File: src/rtl/alu_seq.sv
// MIPS-style ALU: AND/OR/NOR/ADD/SUB/SLT in one cycle, MULTU by iterative shift-add.
// Start/done handshake; results and flags are registered and held until the next completion.
module alu_seq #(
  parameter int WIDTH = 32
) (
  input  logic             clk,
  input  logic             rst,
  input  logic             start,
  input  logic [5:0]       funct,
  input  logic [WIDTH-1:0] a,
  input  logic [WIDTH-1:0] b,
  output logic             busy,
  output logic             done,
  output logic [WIDTH-1:0] result,
  output logic [WIDTH-1:0] result_hi,
  output logic             zero,
  output logic             overflow,
  output logic             err
);

  localparam int CW = $clog2(WIDTH + 1);

  localparam logic [5:0] F_AND   = 6'd36;
  localparam logic [5:0] F_OR    = 6'd37;
  localparam logic [5:0] F_NOR   = 6'd39;
  localparam logic [5:0] F_ADD   = 6'd32;
  localparam logic [5:0] F_SUB   = 6'd34;
  localparam logic [5:0] F_SLT   = 6'd42;
  localparam logic [5:0] F_MULTU = 6'd25;

  typedef enum logic [1:0] {IDLE, MUL, DONE} state_t;

  typedef struct packed {
    logic [WIDTH-1:0] res;
    logic             ovf;
    logic             err;
  } alu_out_t;

  state_t           state;
  logic [CW-1:0]    count;
  logic [WIDTH-1:0] acc;
  logic [WIDTH-1:0] mcand;
  logic [WIDTH-1:0] mplier;
  logic [WIDTH:0]   step_sum;
  logic [WIDTH-1:0] acc_nx;
  logic [WIDTH-1:0] mplier_nx;
  alu_out_t         alu_now;

  // SUB and SLT share the adder with B inverted and carry-in set
  function automatic alu_out_t alu_eval(input logic [5:0] f,
                                        input logic [WIDTH-1:0] x,
                                        input logic [WIDTH-1:0] y);
    logic signed [WIDTH-1:0] yop;
    logic signed [WIDTH-1:0] sum;
    logic                    ovf;
    alu_out_t                o;
    o   = '0;
    yop = (f == F_ADD) ? y : ~y;
    sum = x + yop + {{(WIDTH-1){1'b0}}, (f != F_ADD)};
    ovf = (x[WIDTH-1] == yop[WIDTH-1]) && (sum[WIDTH-1] != x[WIDTH-1]);
    case (f)
      F_AND:        o.res = x & y;
      F_OR:         o.res = x | y;
      F_NOR:        o.res = ~(x | y);
      F_ADD, F_SUB: begin
        o.res = sum;
        o.ovf = ovf;
      end
      F_SLT:        o.res = {{(WIDTH-1){1'b0}}, sum[WIDTH-1] ^ ovf};
      F_MULTU:      o.res = '0;
      default:      o.err = 1'b1;
    endcase
    return o;
  endfunction

  assign alu_now = alu_eval(funct, a, b);

  always_comb begin
    step_sum  = {1'b0, acc} + (mplier[0] ? {1'b0, mcand} : '0);
    acc_nx    = step_sum[WIDTH:1];
    mplier_nx = {step_sum[0], mplier[WIDTH-1:1]};
  end

  // multiplier datapath: product low half shifts into mplier as it retires
  always_ff @(posedge clk) begin
    if (state == IDLE && start && funct == F_MULTU) begin
      acc    <= '0;
      mcand  <= a;
      mplier <= b;
    end else if (state == MUL) begin
      acc    <= acc_nx;
      mplier <= mplier_nx;
    end
  end

  always_ff @(posedge clk or posedge rst) begin
    if (rst) begin
      state     <= IDLE;
      count     <= '0;
      busy      <= 1'b0;
      done      <= 1'b0;
      result    <= '0;
      result_hi <= '0;
      zero      <= 1'b0;
      overflow  <= 1'b0;
      err       <= 1'b0;
    end else begin
      done <= 1'b0;
      case (state)
        IDLE: begin
          if (start) begin
            if (funct == F_MULTU) begin
              count <= CW'(WIDTH);
              busy  <= 1'b1;
              state <= MUL;
            end else begin
              result    <= alu_now.res;
              result_hi <= '0;
              zero      <= (alu_now.res == '0);
              overflow  <= alu_now.ovf;
              err       <= alu_now.err;
              done      <= 1'b1;
              state     <= DONE;
            end
          end
        end
        MUL: begin
          count <= count - CW'(1);
          if (count == CW'(1)) begin
            result_hi <= acc_nx;
            result    <= mplier_nx;
            zero      <= ({acc_nx, mplier_nx} == '0);
            overflow  <= 1'b0;
            err       <= 1'b0;
            busy      <= 1'b0;
            done      <= 1'b1;
            state     <= DONE;
          end
        end
        DONE:    state <= IDLE;
        default: state <= IDLE;
      endcase
    end
  end

endmodule

File: config.mk
export PLATFORM = sky130hd
export DESIGN_NAME = alu_seq
export DESIGN_NICKNAME = d
export VERILOG_FILES = /design/src/rtl/alu_seq.sv
export SDC_FILE = /design/constraint.sdc
export NUM_CORES = 1
export LEC_CHECK = 0
export BUFFER_PORTS_ARGS = -buffer_cell sky130_fd_sc_hd__buf_2
export CORE_UTILIZATION = 54
export CTS_CLUSTER_SIZE = 28
export DETAILED_ROUTE_END_ITERATION = 8
export GPL_ROUTABILITY_DRIVEN = 0
export GPL_TIMING_DRIVEN = 0
export PLACE_DENSITY_LB_ADDON = 0.12
export SLEW_MARGIN = 10
export SYNTH_ARGS = -nofsm -noshare
export SYNTH_HDL_FRONTEND = slang
export SYNTH_SLANG_ARGS = --single-unit
File: constraint.sdc
create_clock -name clk -period 3.5 [get_ports clk]
set_input_delay 0.175 -clock clk [delete_from_list [all_inputs] [get_ports clk]]
set_output_delay 0.175 -clock clk [all_outputs]
set_load 0.1 [all_outputs]
* Word level (Yosys, flattened, before mapping)
Index checks and enable logic that the tools add are counted.
** Storage, ports and cells
- Flip-flop bits (word level) :: 173
- Input bits :: 73
- Output and inout bits :: 69
** Cells by class
- $add $sub $neg :: 4
- Equality and inequality tests :: 16
- Mux-type cells :: 40
- Bitwise operators :: 5
- Reductions and logical operators :: 14
** Operators by type and width (number)
- 32-bit two-way mux :: 10
- 32-bit case mux with 5 select lines :: 1
- 32-bit case mux with 2 select lines :: 2
- 64-bit zero test :: 1
- 32-bit NOT :: 2
- 6-bit == test, second input constant :: 6
- 32-bit by 32-bit adder with 33-bit output :: 1
- 32-bit by 1-bit adder with 32-bit output :: 1
- 32-bit adder :: 1
- 32-bit bitwise AND :: 1
- 32-bit zero test :: 1
- 32-bit bitwise OR :: 1
- 1-bit two-way mux :: 15
- 6-bit two-way mux :: 2
- 6-bit case mux with 2 select lines :: 1
- 1-bit case mux with 2 select lines :: 5
- 4-bit AND reduction :: 2
- 6-bit by 1-bit == test with 1-bit output, second input constant :: 1
- 6-bit by 5-bit == test with 1-bit output, second input constant :: 1
- 2-bit two-way mux :: 3
- 6-bit inequality test, second input constant :: 1
- 6-bit OR reduction :: 1
- 6-bit by 1-bit subtractor with 6-bit output, second input constant :: 1
- 2-bit by 1-bit inequality test with 1-bit output, second input constant :: 2
- 12 further kinds :: 16

* Depth between registers and ports, before layout
- Depth in word-level cells :: 12
- Gate-level depth with buffers :: 19
- Gate-level depth less buffers :: 17

* Worst setup path before layout
OpenSTA, ideal clock, no wires.
- Kind :: input to register
- Start point :: input funct[0]
- End point :: register zero
- Library setup time :: 0.095 ns
- Arrival :: 3.999 ns
- Data required time :: 3.405 ns
- Path slack :: -0.594 ns
- Stages on the path :: 19
- Cells stage by stage :: nor4b_1 > nor2b_1 > clkbuf_1 > nand2_1 > buf_1 > xor2_1 > inv_1 > fa_1 > nor2b_1 > o31ai_2 > a21oi_2 > o22a_2 > a21oi_2 > o31a_1 > or3_1 > a41oi_1 > nor3b_1 > nand3_1 > o31ai_1
** Between the ends
- Longest elaborated chain between the ends :: 12
- Elaborated cells between the ends (all ways) :: 23
- Those cells by class :: 2 x add/sub; 11 x eq/ne; 5 x mux; 1 x bitwise; 4 x reduce/logical
** RTL lines
- from (decl) :: line 9 : input logic [5:0] funct,
- 6-bit == test :: line 58, 61
- 32-bit two-way mux :: line 58 : yop = (f == F_ADD) ? y : ~y;
- 32-bit adder :: line 59 : sum = x + yop + {{(WIDTH-1){1'b0}}, (f != F_ADD)};
- 32-bit by 1-bit adder with 32-bit output :: line 59
- 1-bit inequality test :: line 60 : ovf = (x[WIDTH-1] == yop[WIDTH-1]) && (sum[WIDTH-1] != x[WIDTH-1]);
- 1-bit logical AND :: line 60
- 1-bit XOR :: line 69 : F_SLT: o.res = {{(WIDTH-1){1'b0}}, sum[WIDTH-1] ^ ovf};
- 32-bit case mux with 5 select lines :: line 61 : case (f)
- 32-bit zero test :: line 119 : zero <= (alu_now.res == '0);
- 1-bit two-way mux :: line 112 : if (funct == F_MULTU) begin
- 1-bit two-way mux :: line 111 : if (start) begin
- 1-bit case mux with 2 select lines :: line 109 : case (state)
- to (signal assigned) :: line 119
- to (signal assigned) :: line 132 : zero <= ({acc_nx, mplier_nx} == '0);
- to (decl) :: line 16 : output logic zero,
Parallel ways exist; a longest one is shown, timed or not. The select of a mux whose other input is x is not followed.
A chain may end at the register's enable or synchronous reset.

* Worst setup path in the final report
- Start point :: register mplier[0]
- End point :: register zero
** Between the ends
- Longest elaborated chain between the ends :: 5
** RTL lines
- from (decl) :: line 43 : logic [WIDTH-1:0] mplier;
- from (signal assigned) :: line 92 : mplier <= mplier_nx;
- 32-bit two-way mux :: line 79 : step_sum = {1'b0, acc} + (mplier[0] ? {1'b0, mcand} : '0);
- 32-bit by 32-bit adder with 33-bit output :: line 79
- via step_sum[1] :: line 44 : logic [WIDTH:0] step_sum;
- 64-bit zero test :: line 132
- 1-bit two-way mux :: line 129 : if (count == CW'(1)) begin
- 1-bit case mux with 2 select lines :: line 109
The timed path passes the listed nets, and every way through them passes these cells. The select of a mux whose other input is x is not followed.

==> results.cfg <==
[sta]
worst_slack_ps = -301
slew_viol_final = 0
layout_min_cycle_time_ps = 3800
final.setup.tns_ps = -1090
holdWs_ps = 20.3
clock.fmax_mhz = 263
clock_skew_ps = 6.29
rsz0062_at_grt = true
hold_violations = 0
period_share_pct = 109
setup_viol = 9
slew_headroom_pct = 23.8
worstMarginPinSlew_ps = 1140

[placed_design]
numPortBuffers = 141
hpwl_um = 30200
dp.cells = 1766
dp_slack_ps = -1030
place_area_mm2 = 0.0132

[hold_path]
min_to = mcand[23]
hold_start = a[23]
hold_depth = 1
hold_path.class = input pin to flip-flop

[global_route]
antenna_found_initial = 0
grt_pass1_wl_um = 59300
grt_overflow_total = 0
grt_max_degree = 60
grt.total_usage_pct = 34.7
first_global_vias = 10700

[setup_path]
rr_endpoint = zero
worstPathArrival_ps = 4150
start_kind = flip-flop
cp.required_ps = 3850
r2r_slack_ps = -300
cp-end-kind = flip-flop
critPathMaxFanout = 10
path_class = flip-flop to flip-flop
reg2regPathDepth = 15
timing.rr.start = mplier[0]

[yosys]
synthDistinctLibCells = 83
synth_top_cell_area_share_pct = 16.0
synth_nets = 1485
synth_most_common_cell = nand2_1
synth.avg_cell_area_um2 = 8.97
synth_top_cell_by_area = dfrtp_1
netlist_area_mm2 = 0.0120
ys_seq_area_share_pct = 37.3
synth_ff_type = dfrtp_1
yosys_warnings = 0
synth_common_cells = nand2_1 (165), a21oi_1 (110), o21ai_0 (91)
synth-edff-count = 64
synthTopCellsByArea = dfrtp_1 (16%), edfxtp_1 (16%), ha_1 (7.0%)
syn_inst = 1343
synth_seq_cells = 173
synthArstFlopShare_pct = 44.5

[final_layout]
fin_util_pct = 70.8
nFillCells = 1674
ff_latch_area_mm2 = 0.00449
nNetsFinal = 1714
n_antenna_cell = 0
multi_input_area_mm2 = 0.00822
final_cell_area_mm2 = 0.0155
syn_to_final_growth_pct = 28.4
stdcell_count = 1865
layout-drive-gt1-share_pct = 29.1

[floorplan]
fp.dieH_um = 151
die_x_um = 151
core_mm2 = 0.0218
die-area_mm2 = 0.0229
fp-row-count = 54
io_pins = 142
start_util_pct = 55.2

[clock_tree]
h-tree-depth = 4
cts_tree = yes
clockRootBuffer = clkbuf_16
clock_latency_ps = 440
cts_num_sinks = 173
clk_pin_slew_worst_paths_ps = 70
clk_path_buf_depth = 2
cts_buffers = 17

[power_and_ir_drop]
p_leak_nw = 6.48
power.total_mw = 7.98
peakVddDrop_v = 0.000388
power_density_mw_per_mm2 = 517

[route]
wl_um = 41300
dr.pass1.iters = 6
wl_per_cell_um = 22.1
ant_nets = 0
vias_per_cell = 6.38
vias = 11900
drt-initial-drc-count = 1044
drc = 0

[outcome]
violations = negative setup slack
status = finished with violations

[flow_run]
cap_viol_max_count = 0
[critical path, cell delays in order (launching register included)]
cell and delay, ps:
edfxtp_1 400, buf_6 150, buf_8 120, and2_4 150, fa_2 520, nor4_2 150, nand2_1 150, nor3_2 190
nand3_1 210, nor4_2 330, nand4b_1 210, nor4_4 330, nand4_1 290, nor4b_4 350, a21oi_2 70, o31ai_2 90
[cell usage in the layout (no fill, tap or decap), drive strengths merged, types with 38 or more instances in the layout]
cell      n
buf     233
dfrtp    77
nor2     79
clkbuf   65
edfxtp   64
ha       67
a21oi   113
nand2   165
o21ai   103
nor3     38
xor2     46
and2     38
[where the power goes]
part           total [mW]  internal (mW)  leakage (nW)  switching [mW]
clock network        1.79          0.947         0.266           0.841
logic                3.68           1.48          4.33            2.20
registers            2.52           2.33          1.88           0.188
total                7.98           4.76          6.48            3.22
[what timing repair did]
| action | CTS | global route |
|---|---|---|
| buffers inserted | 30 | 37 |
| hold buffers | 7 | 0 |
| hold endpoints to repair | 24 | 0 |
| pin swaps | 45 | 92 |
| gates resized for setup | 78 | 163 |
| endpoints found under the setup margin | 23 | 27 |
[area by class of cell]
cell class	instances	share of cell area, %
sequential	173	29.0
buffer	68	2.42
multi-input combinational	1070	53.2
clock inverter	12	0.672
clock buffer	20	2.89
timing repair buffer	217	8.93
tap	280	2.27
inverter	25	0.623
[layer usage]
layer	track usage [%]	routed length, um	vias up
met5	0	0	-
met4	15.0	1700	0
met3	4.49	3260	125
met2	58.3	20100	656
met1	44.6	16200	5686
li1	-	-	5430
[sequential cells by signal, indices dropped and copies added, names as in the netlist]
name / cells
acc: 32
busy: 1
count: 6
done: 1
err: 1
mcand: 32
mplier: 32
overflow: 1
result: 32
result_hi: 32
state: 2
zero: 1
[logic make-up after synthesis]
| kind of cell | after synthesis | share of synthesized area (%) |
|---|---|---|
| AO/OA/AOI/OAI | 404 | 21.5 |
| multiplexers | 55 | 4.93 |
| AND/OR/NAND/NOR | 438 | 18.0 |
| adder cells (fa/ha/maj) | 96 | 9.54 |
| flip-flops | 173 | 37.3 |
| buffers and inverters | 100 | 3.20 |
| XOR/XNOR | 77 | 5.60 |
[worst max path at each step]
stage,start,to,slack (ps),cells past startpoint
2_1_floorplan,funct[0],zero,-140,19
3_3_place_gp,funct[0],zero,-990,19
3_5_place_dp,funct[0],zero,-1030,19
4_1_cts,funct[4],zero,-260,20
5_1_grt,funct[2],zero,-400,19
6_report,mplier[0],zero,-300,15
Power figures use the tool's default switching activity.
